$ cat config.mk
export PLATFORM = sky130hd
export DESIGN_NAME = vxm_scheduler_flat
export DESIGN_NICKNAME = d
export VERILOG_FILES = /design/src/rtl/vxm_sched_if.sv /design/src/rtl/vxm_scheduler.sv /design/src/flat_wrapper.sv
export SDC_FILE = /design/constraint.sdc
export NUM_CORES = 1
export LEC_CHECK = 0
export ABC_CLOCK_PERIOD_IN_PS = 2550
export CAP_MARGIN = 40
export CORE_MARGIN = 3
export CORE_UTILIZATION = 45
export CTS_CLUSTER_SIZE = 25
export DETAILED_ROUTE_END_ITERATION = 16
export GPL_ROUTABILITY_DRIVEN = 1
export PLACE_DENSITY = 0.83
export SYNTH_ARGS = -nofsm -noshare
export SYNTH_HDL_FRONTEND = slang
export SYNTH_SLANG_ARGS = --single-unit
$ cat constraint.sdc
create_clock -name clk -period 2.55 [get_ports clk]
set_input_delay 0.3825 -clock clk [delete_from_list [all_inputs] [get_ports clk]]
set_output_delay 0.3825 -clock clk [all_outputs]
set_load 0.02 [all_outputs]
$ cat src/rtl/vxm_sched_if.sv
// Requester/issue/completion bundle between the instruction front end and vxm_scheduler.
interface vxm_sched_if #(
  parameter int CNT_W  = 8,
  parameter int ADDR_W = 8
);
  logic [1:0]             req_valid;
  logic [1:0]             req_ready;
  logic [1:0][1:0]        req_op;
  logic [1:0][ADDR_W-1:0] req_base;
  logic [1:0][CNT_W-1:0]  req_count;
  logic [1:0][3:0]        req_tag;
  logic                   vxm_enable;
  logic [1:0]             vxm_operation;
  logic [ADDR_W-1:0]      srf_rd_addr;
  logic                   res_valid;
  logic [ADDR_W-1:0]      res_addr;
  logic                   done;
  logic [3:0]             done_tag;
  logic                   done_err;
  logic                   busy;

  modport master (
    output req_valid, req_op, req_base, req_count, req_tag,
    input  req_ready, vxm_enable, vxm_operation, srf_rd_addr, res_valid, res_addr,
    input  done, done_tag, done_err, busy
  );

  modport slave (
    input  req_valid, req_op, req_base, req_count, req_tag,
    output req_ready, vxm_enable, vxm_operation, srf_rd_addr, res_valid, res_addr,
    output done, done_tag, done_err, busy
  );
endinterface

$ cat src/rtl/vxm_scheduler.sv
// Two-requester round-robin scheduler streaming vector operands into the VXM.
// Optional macro VXM_SCHED_ILLEGAL_OP_TRAP_EN: non-zero ops complete at once with done_err.
//
// state | meaning
// IDLE  | waiting for a request; only state that grants
// ISSUE | vxm_enable high, one operand address per cycle
// DRAIN | last result still in flight
// DONE  | one-cycle completion pulse
module vxm_scheduler #(
  parameter int CNT_W  = 8,
  parameter int ADDR_W = 8
) (
  input  logic        clk,
  input  logic        rst,
  vxm_sched_if.slave  bus
);
  typedef enum logic [1:0] {IDLE, ISSUE, DRAIN, DONE} state_t;

  state_t            state_q, state_d;
  logic              last_q;
  logic [1:0]        gnt;
  logic              accept;
  logic              sel;
  logic              trap;
  logic [1:0]        op_q;
  logic [ADDR_W-1:0] addr_q;
  logic [CNT_W-1:0]  rem_q;
  logic [3:0]        tag_q;
  logic              res_valid_q;
  logic [ADDR_W-1:0] res_addr_q;

  // On a tie, the requester that did not win last time is granted.
  always_comb begin
    gnt = 2'b00;
    if (state_q == IDLE) begin
      if (bus.req_valid == 2'b11) gnt = last_q ? 2'b01 : 2'b10;
      else                        gnt = bus.req_valid;
    end
  end

  assign accept = |gnt;
  assign sel    = gnt[1];

`ifdef VXM_SCHED_ILLEGAL_OP_TRAP_EN
  logic err_q;
  assign trap = (bus.req_op[sel] != 2'b00);
  always_ff @(posedge clk) begin
    if (rst)         err_q <= 1'b0;
    else if (accept) err_q <= trap;
  end
  assign bus.done_err = (state_q == DONE) & err_q;
`else
  assign trap         = 1'b0;
  assign bus.done_err = 1'b0;
`endif

  always_ff @(posedge clk) begin
    if (rst) state_q <= IDLE;
    else     state_q <= state_d;
  end

  always_comb begin
    state_d = state_q;
    case (state_q)
      IDLE: begin
        if (accept)
          state_d = ((bus.req_count[sel] == '0) || trap) ? DONE : ISSUE;
      end
      ISSUE:   if (rem_q == CNT_W'(1)) state_d = DRAIN;
      DRAIN:   state_d = DONE;
      DONE:    state_d = IDLE;
      default: state_d = IDLE;
    endcase
  end

  always_ff @(posedge clk) begin
    if (rst) begin
      last_q      <= 1'b1;
      op_q        <= '0;
      addr_q      <= '0;
      rem_q       <= '0;
      tag_q       <= '0;
      res_valid_q <= 1'b0;
      res_addr_q  <= '0;
    end else begin
      res_valid_q <= (state_q == ISSUE);
      if (state_q == ISSUE) res_addr_q <= addr_q;
      if (accept) begin
        last_q <= sel;
        op_q   <= bus.req_op[sel];
        addr_q <= bus.req_base[sel];
        rem_q  <= bus.req_count[sel];
        tag_q  <= bus.req_tag[sel];
      end else if (state_q == ISSUE) begin
        addr_q <= addr_q + ADDR_W'(1);
        rem_q  <= rem_q - CNT_W'(1);
      end
    end
  end

  assign bus.req_ready     = gnt;
  assign bus.vxm_enable    = (state_q == ISSUE);
  assign bus.vxm_operation = op_q;
  assign bus.srf_rd_addr   = addr_q;
  assign bus.res_valid     = res_valid_q;
  assign bus.res_addr      = res_addr_q;
  assign bus.done          = (state_q == DONE);
  assign bus.done_tag      = tag_q;
  assign bus.busy          = (state_q != IDLE);
endmodule

$ cat src/flat_wrapper.sv
// flat-port wrapper written by rule: the top's interface ports become plain ports
module vxm_scheduler_flat 
#(
  parameter int CNT_W  = 8,
  parameter int ADDR_W = 8
)
  (clk, rst, bus_req_valid, bus_req_op, bus_req_base, bus_req_count, bus_req_tag, bus_req_ready, bus_vxm_enable, bus_vxm_operation, bus_srf_rd_addr, bus_res_valid, bus_res_addr, bus_done, bus_done_tag, bus_done_err, bus_busy);
  vxm_sched_if #(.CNT_W(CNT_W), .ADDR_W(ADDR_W)) bus_i ();
  input  logic clk;
  input  logic rst;
  input wire logic [$bits(bus_i.req_valid)-1:0] bus_req_valid;
  input wire logic [$bits(bus_i.req_op)-1:0] bus_req_op;
  input wire logic [$bits(bus_i.req_base)-1:0] bus_req_base;
  input wire logic [$bits(bus_i.req_count)-1:0] bus_req_count;
  input wire logic [$bits(bus_i.req_tag)-1:0] bus_req_tag;
  output wire logic [$bits(bus_i.req_ready)-1:0] bus_req_ready;
  output wire logic [$bits(bus_i.vxm_enable)-1:0] bus_vxm_enable;
  output wire logic [$bits(bus_i.vxm_operation)-1:0] bus_vxm_operation;
  output wire logic [$bits(bus_i.srf_rd_addr)-1:0] bus_srf_rd_addr;
  output wire logic [$bits(bus_i.res_valid)-1:0] bus_res_valid;
  output wire logic [$bits(bus_i.res_addr)-1:0] bus_res_addr;
  output wire logic [$bits(bus_i.done)-1:0] bus_done;
  output wire logic [$bits(bus_i.done_tag)-1:0] bus_done_tag;
  output wire logic [$bits(bus_i.done_err)-1:0] bus_done_err;
  output wire logic [$bits(bus_i.busy)-1:0] bus_busy;
  assign bus_i.req_valid = bus_req_valid;
  assign bus_i.req_op = bus_req_op;
  assign bus_i.req_base = bus_req_base;
  assign bus_i.req_count = bus_req_count;
  assign bus_i.req_tag = bus_req_tag;
  assign bus_req_ready = bus_i.req_ready;
  assign bus_vxm_enable = bus_i.vxm_enable;
  assign bus_vxm_operation = bus_i.vxm_operation;
  assign bus_srf_rd_addr = bus_i.srf_rd_addr;
  assign bus_res_valid = bus_i.res_valid;
  assign bus_res_addr = bus_i.res_addr;
  assign bus_done = bus_i.done;
  assign bus_done_tag = bus_i.done_tag;
  assign bus_done_err = bus_i.done_err;
  assign bus_busy = bus_i.busy;
  vxm_scheduler #(.CNT_W(CNT_W), .ADDR_W(ADDR_W)) u_core (.clk(clk), .rst(rst), .bus(bus_i));
endmodule
==> impl_summary.txt, run 1 <==
----------------------------------------------------
[Outcome]
  Run status ... completed

[Worst setup path]
  Reg2Reg Depth ... 7
  CP startpoint kind ... register
  Top delay family on crit path ... buffers and inverters
  Number of logic stages on the critical path including buffering ... 6
  Count of buffering cells on the critical path with inverters included ... 3
  Capture point of the worst path ... bus_req_ready[1]
  Slowest cell delay on critical path ... a little over 600 ps
  Crit path launch ... u_core.state_q[1]
  Largest driver fanout on the critical path ... 6
  Critical path endpoint category ... primary output
  Crit path kind ... reg -> out
  Master of the slowest instance on the critical path ... sky130_fd_sc_hd__clkdlybuf4s50_1
  Critical register-to-register path startpoint ... u_core.state_q[1]
  Reg2reg end ... u_core.rem_q[4]
  WP data required ... about 2200 ps
  Most numerous cell on the critical path ... sky130_fd_sc_hd__inv_1
  Cell-by-cell trace of the critical path ... inv_1 -> ha_1 -> and2_1 -> nand2_1 -> inv_1 -> clkdlybuf4s50_1
  FF-to-FF setup slack ... approximately 650 ps
  Crit path arrival time ... ~2000 ps

[GRT]
  Leftover overflow at the end of global routing ... 0
  Total routing usage reported by global routing ... between 10% and 20%
  Met1 track demand over resource ... approximately a quarter
  Antenna violations before repair ... 0
  First-pass GRT wire length ... around 8000 µm
  Met3 usage in global routing ... 5.68%
  Routing usage on met2 ... between 30 and 40%
  GRT busiest layer ... met2
  Vias in the first global route ... ~1,800
  Maximum number of pins on one net before global-route repair ... 44

[Pwr]
  Power spent charging and discharging nets ... approximately 1.2 mW
  Final Total Pwr ... a little under 3 mW
  Logic pwr share ... around half
  Leak Pwr ... 1.11 nW
  Switching share of power ... about two fifths
  Clk network pwr share ... 16.9%
  Largest vdd supply drop ... around 0.64 mV
  Sequential Power Share ... between 30% and 40%
  Power per Cell Area ... between 1000 and 1500 mW/mm²
  Internal Pwr Total ... roughly 1.8 mW

[Yosys]
  Yosys warns ... 0
  Average size of a mapped cell ... between 8 and 9 µm²
  Share of the synthesized area in the top cell type ... between 30% and 40%
  Synth top area cells ... sky130_fd_sc_hd__dfxtp_1, sky130_fd_sc_hd__mux2i_1, sky130_fd_sc_hd__a311oi_1
  Share of the yosys chip area belonging to registers ... ~36%
  Synth Instances ... 225
  Cell area after synthesis ... between 0.0015 and 0.002 mm²
  Number of unique standard cell types used by synthesis ... 37
  Syn Nets ... roughly 280
  Post-synthesis sequential element count ... 34
  Cell type contributing the most total cell area after synthesis ... sky130_fd_sc_hd__dfxtp_1

[Detailed routing]
  Antenna Violating Nets Remaining ... 0
  Post-DR vias/cell ... about 5.3
  Routed len/inst ... between 10 and 15 µm
  Initial DRC Count ... between 40 and 50
  Detailed-router iteration count before antenna repair ... 4
  Routed vias ... around 1,800
  Aggregate routed wire length ... between 4000 and 5000 µm
  Remaining DRCs ... 0

[Place]
  Cell count after placement ... 339
  Worst slack, placed ... about 290 ps
  Cell area after placement ... between 0.002 and 0.003 mm²
  Final weighted congestion in routability-driven placement ... roughly 0.85
  Placed wire-length estimate after detailed placement ... 3540 µm
  IO buf count ... 75

[Timing]
  Worst slack on hold paths ... between 400 and 500 ps
  Final worst clock skew ... between 3 and 4 ps
  Number of failing setup endpoints in the final timing report ... 0
  Setup repair after global routing missed its margin ... false
  Max Transition Viols Final ... 0
  Worst setup margin ... approximately 180 ps
  Setup TNS after final layout ... 0 ps
  Number of endpoints with negative hold slack in the final report ... 0
  Maximum clock frequency ... approximately 420 MHz
  Tcrit/Tclk final ... between 90% and 100%
  Final Critical Period ... about 2400 ps

[Clock network]
  Post-CTS Repair Setup Buffers ... 0
  Maximum clock path buffer count ... 2
  Clk sinks ... 34
  H-tree levels ... 2
  Hold Buf Count CTS ... 0
  Count of cells resized by post-cts repair ... 0
  Clk Tree Root Cell ... sky130_fd_sc_hd__clkbuf_8
  Insertion delay to the later sink of the worst-skew pair ... roughly 280 ps
  Clock slew seen by the registers of the worst setup and hold paths ... around 70 ps
  TritonCTS clock tree ... built
  TritonCTS Buffers ... 5

[Layout]
  Antenna diodes ... 0
  Fraction of layout instances using a drive strength above 1 ... 7.05%
  Final nets ... between 300 and 400
  Final Core Density ... between 70% and 80%
  Most common library cell in the layout ignoring fill and taps ... sky130_fd_sc_hd__clkdlybuf4s50_1
  Number of standard cells in the final layout excluding fillers ... ~350
  Synthesis-to-layout area growth ... 48.5%
  Fillers ... between 300 and 400
  Multi-input gate area in the final layout ... between 0.001 and 0.0015 mm²
  Commonest cells after routing, fill and taps aside ... sky130_fd_sc_hd__clkdlybuf4s50_1, sky130_fd_sc_hd__nand2_1, sky130_fd_sc_hd__dfxtp_1
  Sequential cell area ... about 680 µm²
  Summed area of non-filler cells in the final layout ... around 0.0028 mm²

[Floorplan]
  Die outline area ... approximately 0.0050 mm²
  Number of top-level pins ... between 70 and 80
  Core area ... 0.00385 mm²
  Die Y-Extent ... a little over 70 µm
  Width of the die ... approximately 70 µm
  Starting utilization of the core area ... around half
  Number of rows in the core area ... 22

[Flow run]
  Maxcap violations ... 0

[Min path]
  Path type of the worst min-delay path ... reg -> reg

----------------------------------------------------
## state kept, by name, indices dropped and copies added, names as in the netlist
signal and count:
u_core.bus.done_tag 4, u_core.bus.res_addr 8, u_core.bus.res_valid 1, u_core.bus.srf_rd_addr 8, u_core.bus.vxm_operation 2, u_core.last_q 1, u_core.rem_q 8, u_core.state_q 2
## power by group through the flow
stage / registers [mW] / clock network, mW / logic [mW]
floorplan: 1.06 / 0 / 0.853
global placement: 0.939 / 0 / 1.51
detailed placement: 0.945 / 0 / 1.53
CTS: 0.935 / 0.510 / 1.54
global route: 0.973 / 0.523 / 1.68
finish: 0.935 / 0.501 / 1.53
## worst register-to-register path, delay by kind of cell, from the launching register on
kind                     cells  cell delay, ps
buffers and inverters        2             440
AND/OR/NAND/NOR              2             410
AO/OA/AOI/OAI                2             390
flip-flops                   1             340
adder cells (fa/ha/maj)      1             210
## cells by family after synthesis
logic type	count (synthesis)	share of synthesized area [%]
buf+inv	24	5.24
compound gates	40	17.7
other cells	1	0.199
simple gates	92	22.4
flops	34	36.1
mux	16	8.48
fa+ha+maj	8	5.30
xor+xnor	10	4.64
## synth_stat cells, drive strengths merged
master and number:
clkbuf 10, a21oi 4, nor3b 1, nand2b 2, dfxtp 34, nand3 4, a221oi 1, xor2 4
nand4 2, or3b 2, or4 3, nor2b 2, a2111oi 1, o21a 5, ha 8, a31oi 1
o31a 1, mux2i 16, and2 1, nor4 2, xnor2 6, a311oi 15, inv 9, a21bo 1
nor2 26, nor4b 1, o22ai 2, nor3 9, a211o 1, o41ai 1, a211oi 7, nand2 35
or2 2, buf 5, conb 1
## final cells by class
type / count / area share [%]
Clock buffer: 6 / 2.95
Clock inverter: 1 / 1.07
Inverter: 9 / 1.20
Multi-Input combinational cell: 167 / 39.5
Sequential cell: 34 / 24.3
Tap cell: 48 / 2.14
Timing Repair Buffer: 81 / 28.8
## per-layer routing
| layer | vias up | share of wire [%] |
|---|---|---|
| met1 | 836 | 44 |
| li1 | 940 | - |
| met5 | - | 0 |
| met4 | 0 | 2.7 |
| met2 | 54 | 47 |
| met3 | 10 | 6.3 |
## worst min path at each step
stage          depth (start not counted)  slack [ps]                   start                     end
6_report                               2         490  u_core.bus.res_addr[5]  u_core.bus.res_addr[5]
5_1_grt                                2         520  u_core.bus.done_tag[3]  u_core.bus.done_tag[3]
4_1_cts                                2         500  u_core.bus.done_tag[3]  u_core.bus.done_tag[3]
3_5_place_dp                           2         480  u_core.bus.res_addr[5]  u_core.bus.res_addr[5]
3_3_place_gp                           2         480  u_core.bus.res_addr[5]  u_core.bus.res_addr[5]
2_1_floorplan                          1         480           u_core.last_q           u_core.last_q
No activity file was read; power rests on OpenSTA's default activity.
==> inputs of run 2 (changes only) <==
--- a/config.mk
+++ b/config.mk
@@ -8,11 +8,12 @@
 export ABC_CLOCK_PERIOD_IN_PS = 2550
 export CAP_MARGIN = 40
 export CORE_MARGIN = 3
-export CORE_UTILIZATION = 45
+export CORE_UTILIZATION = 30
 export CTS_CLUSTER_SIZE = 25
 export DETAILED_ROUTE_END_ITERATION = 16
 export GPL_ROUTABILITY_DRIVEN = 1
-export PLACE_DENSITY = 0.83
+export HOLD_SLACK_MARGIN = 0.08
+export PLACE_DENSITY = 0.59
 export SYNTH_ARGS = -nofsm -noshare
 export SYNTH_HDL_FRONTEND = slang
 export SYNTH_SLANG_ARGS = --single-unit
==> run 2 against run 1 <==
Net effect: first-iteration DRC count is 120% higher; clock power is 0.8% higher; power grew 0.11%; via count about the same; non-clock buffer count increased by 1; combinational power about the same; wire length up 9.4%.
==> impl_summary.txt, run 2 (synthesized netlist as in run 1, its figures left out) <==
----------------------------------------------------
[Place]
  Cell area after placement ... 0.00272 mm² (was 0.00269 mm²)
  Final weighted congestion in routability-driven placement ... 0.761 (was 0.849)
  Placed wire-length estimate after detailed placement ... 3950 µm (was 3540 µm)
  IO buf count ... 75 (unchanged)

[Timing]
  Setup repair after global routing missed its margin ... false (unchanged)
  Number of endpoints with negative hold slack in the final report ... 0 (unchanged)
  Maximum clock frequency ... 421 MHz (was 422 MHz)
  Tcrit/Tclk final ... 93.1% (was 93.0%)
  Final worst clock skew ... 5.59 ps (was 3.23 ps)
  Number of failing setup endpoints in the final timing report ... 0 (unchanged)
  Setup TNS after final layout ... 0 ps (unchanged)
  Max Transition Viols Final ... 0 (unchanged)
  Final Critical Period ... 2370 ps (about the same)
  Worst slack on hold paths ... 492 ps (was 493 ps)

[Worst setup path]
  FF-to-FF setup slack ... 610 ps (was 650 ps)
  Crit path launch ... u_core.state_q[0] (was u_core.state_q[1])
  Critical register-to-register path startpoint ... u_core.state_q[1] (unchanged)
  Reg2Reg Depth ... 7 (unchanged)
  Reg2reg end ... u_core.bus.srf_rd_addr[6] (was u_core.rem_q[4])
  Crit path kind ... reg -> out (unchanged)
  Critical path endpoint category ... primary output (unchanged)
  Largest driver fanout on the critical path ... 6 (unchanged)
  WP data required ... 2170 ps (about the same)
  Crit path arrival time ... 1990 ps (about the same)
  Capture point of the worst path ... bus_req_ready[1] (unchanged)
  CP startpoint kind ... register (unchanged)

[Pwr]
  Power per Cell Area ... 1050 mW/mm² (was 1060 mW/mm²)
  Largest vdd supply drop ... 0.510 mV (was 0.642 mV)
  Leak Pwr ... 1.11 nW (about the same)
  Final Total Pwr ... 2.97 mW (was 2.96 mW)

[Floorplan]
  Width of the die ... 85.3 µm (was 70.8 µm)
  Die Y-Extent ... 85.3 µm (was 70.8 µm)
  Starting utilization of the core area ... 31.5% (was 49.0%)
  Number of rows in the core area ... 28 (was 22)
  Core area ... 0.00599 mm² (was 0.00385 mm²)
  Die outline area ... 0.00728 mm² (was 0.00501 mm²)
  Number of top-level pins ... 77 (unchanged)

[Clock network]
  Clk sinks ... 34 (unchanged)
  H-tree levels ... 2 (unchanged)
  Clk Tree Root Cell ... sky130_fd_sc_hd__clkbuf_8 (unchanged)
  Insertion delay to the later sink of the worst-skew pair ... 280 ps (about the same)
  Count of cells resized by post-cts repair ... 0 (unchanged)
  Hold Buf Count CTS ... 0 (unchanged)
  Maximum clock path buffer count ... 2 (unchanged)
  TritonCTS Buffers ... 5 (unchanged)
  Post-CTS Repair Setup Buffers ... 0 (unchanged)
  TritonCTS clock tree ... built (unchanged)
  Clock slew seen by the registers of the worst setup and hold paths ... 70 ps (about the same)

[Min path]
  Number of instances on the worst hold path ... 2 (unchanged)
  Path type of the worst min-delay path ... reg -> reg (unchanged)

[Layout]
  Summed area of non-filler cells in the final layout ... 0.00283 mm² (was 0.00280 mm²)
  Antenna diodes ... 0 (unchanged)
  Synthesis-to-layout area growth ... 50.0% (was 48.5%)
  Most common library cell in the layout ignoring fill and taps ... sky130_fd_sc_hd__clkdlybuf4s50_1 (unchanged)
  Final nets ... 355 (was 354)
  Final Core Density ... 47.3% (was 72.8%)
  Commonest cells after routing, fill and taps aside ... sky130_fd_sc_hd__clkdlybuf4s50_1, sky130_fd_sc_hd__nand2_1, sky130_fd_sc_hd__dfxtp_1 (unchanged)
  Fraction of layout instances using a drive strength above 1 ... 7.36% (was 7.05%)

[GRT]
  Vias in the first global route ... 1,823 (was 1,756)
  Antenna violations before repair ... 0 (unchanged)
  Leftover overflow at the end of global routing ... 0 (unchanged)
  Maximum number of pins on one net before global-route repair ... 23 (was 44)
  Total routing usage reported by global routing ... 14.9% (was 19.1%)
  First-pass GRT wire length ... 8670 µm (was 7880 µm)

[Detailed routing]
  Routed len/inst ... 13.9 µm (was 13.7 µm)
  Post-DR vias/cell ... 4.92 (was 5.32)
  Detailed-router iteration count before antenna repair ... 4 (unchanged)
  Initial DRC Count ... 98 (was 45)
  Aggregate routed wire length ... 5190 µm (was 4740 µm)
  Routed vias ... 1,841 (was 1,840)
  Remaining DRCs ... 0 (unchanged)
  Antenna Violating Nets Remaining ... 0 (unchanged)

[Outcome]
  Run status ... completed (unchanged)

[Flow run]
  Maxcap violations ... 0 (unchanged)

----------------------------------------------------
run 2: worst min path at each step:
stage	start	to	slack (ps)
final	u_core.bus.res_addr[1]	u_core.bus.res_addr[1]	490
after CTS	u_core.bus.res_addr[6]	u_core.bus.res_addr[6]	500
after floorplan	u_core.last_q	u_core.last_q	480
after global routing	u_core.bus.res_addr[3]	u_core.bus.res_addr[3]	520
after global placement	u_core.bus.res_addr[4]	u_core.bus.res_addr[4]	470
after detailed placement	u_core.bus.res_addr[6]	u_core.bus.res_addr[6]	480
run 2: where the power goes:
part	internal [mW]	switching, mW
Sequential	0.730	0.210
Clock	0.313	0.193
Combinational	0.738	0.786
Total	1.78	1.19
run 2: final cells by class:
class	count	area [µm²]
Inverter	9	33.8
Sequential cell	34	681
Fill cell	585	3160
Clock buffer	6	82.6
Timing Repair Buffer	82	803
Clock inverter	1	30.0
Tap cell	75	93.8
Multi-Input combinational cell	167	1110
run 2: metrics by stage:
step                      instances  setup WS [ps]
after floorplan                 225            853
after global placement          367            291
after detailed placement        367            287
after CTS                       374            147
after global routing            374           32.9
final                           374            177
run 2: critical path: stages (launching register included):
cell                              delay (ps)
sky130_fd_sc_hd__dfxtp_1                 340
sky130_fd_sc_hd__inv_1                   120
sky130_fd_sc_hd__ha_1                    250
sky130_fd_sc_hd__and2_1                  220
sky130_fd_sc_hd__nand2_1                  90
sky130_fd_sc_hd__inv_1                    80
sky130_fd_sc_hd__clkdlybuf4s50_1         610
run 2: routing by layer:
metal	global-route usage, %	share of wire, %	vias to the layer above
met5	0	0	-
met4	4.32	1.3	0
met3	3.98	4.9	5
met2	24.9	48	44
met1	18.8	46	849
li1	-	-	943
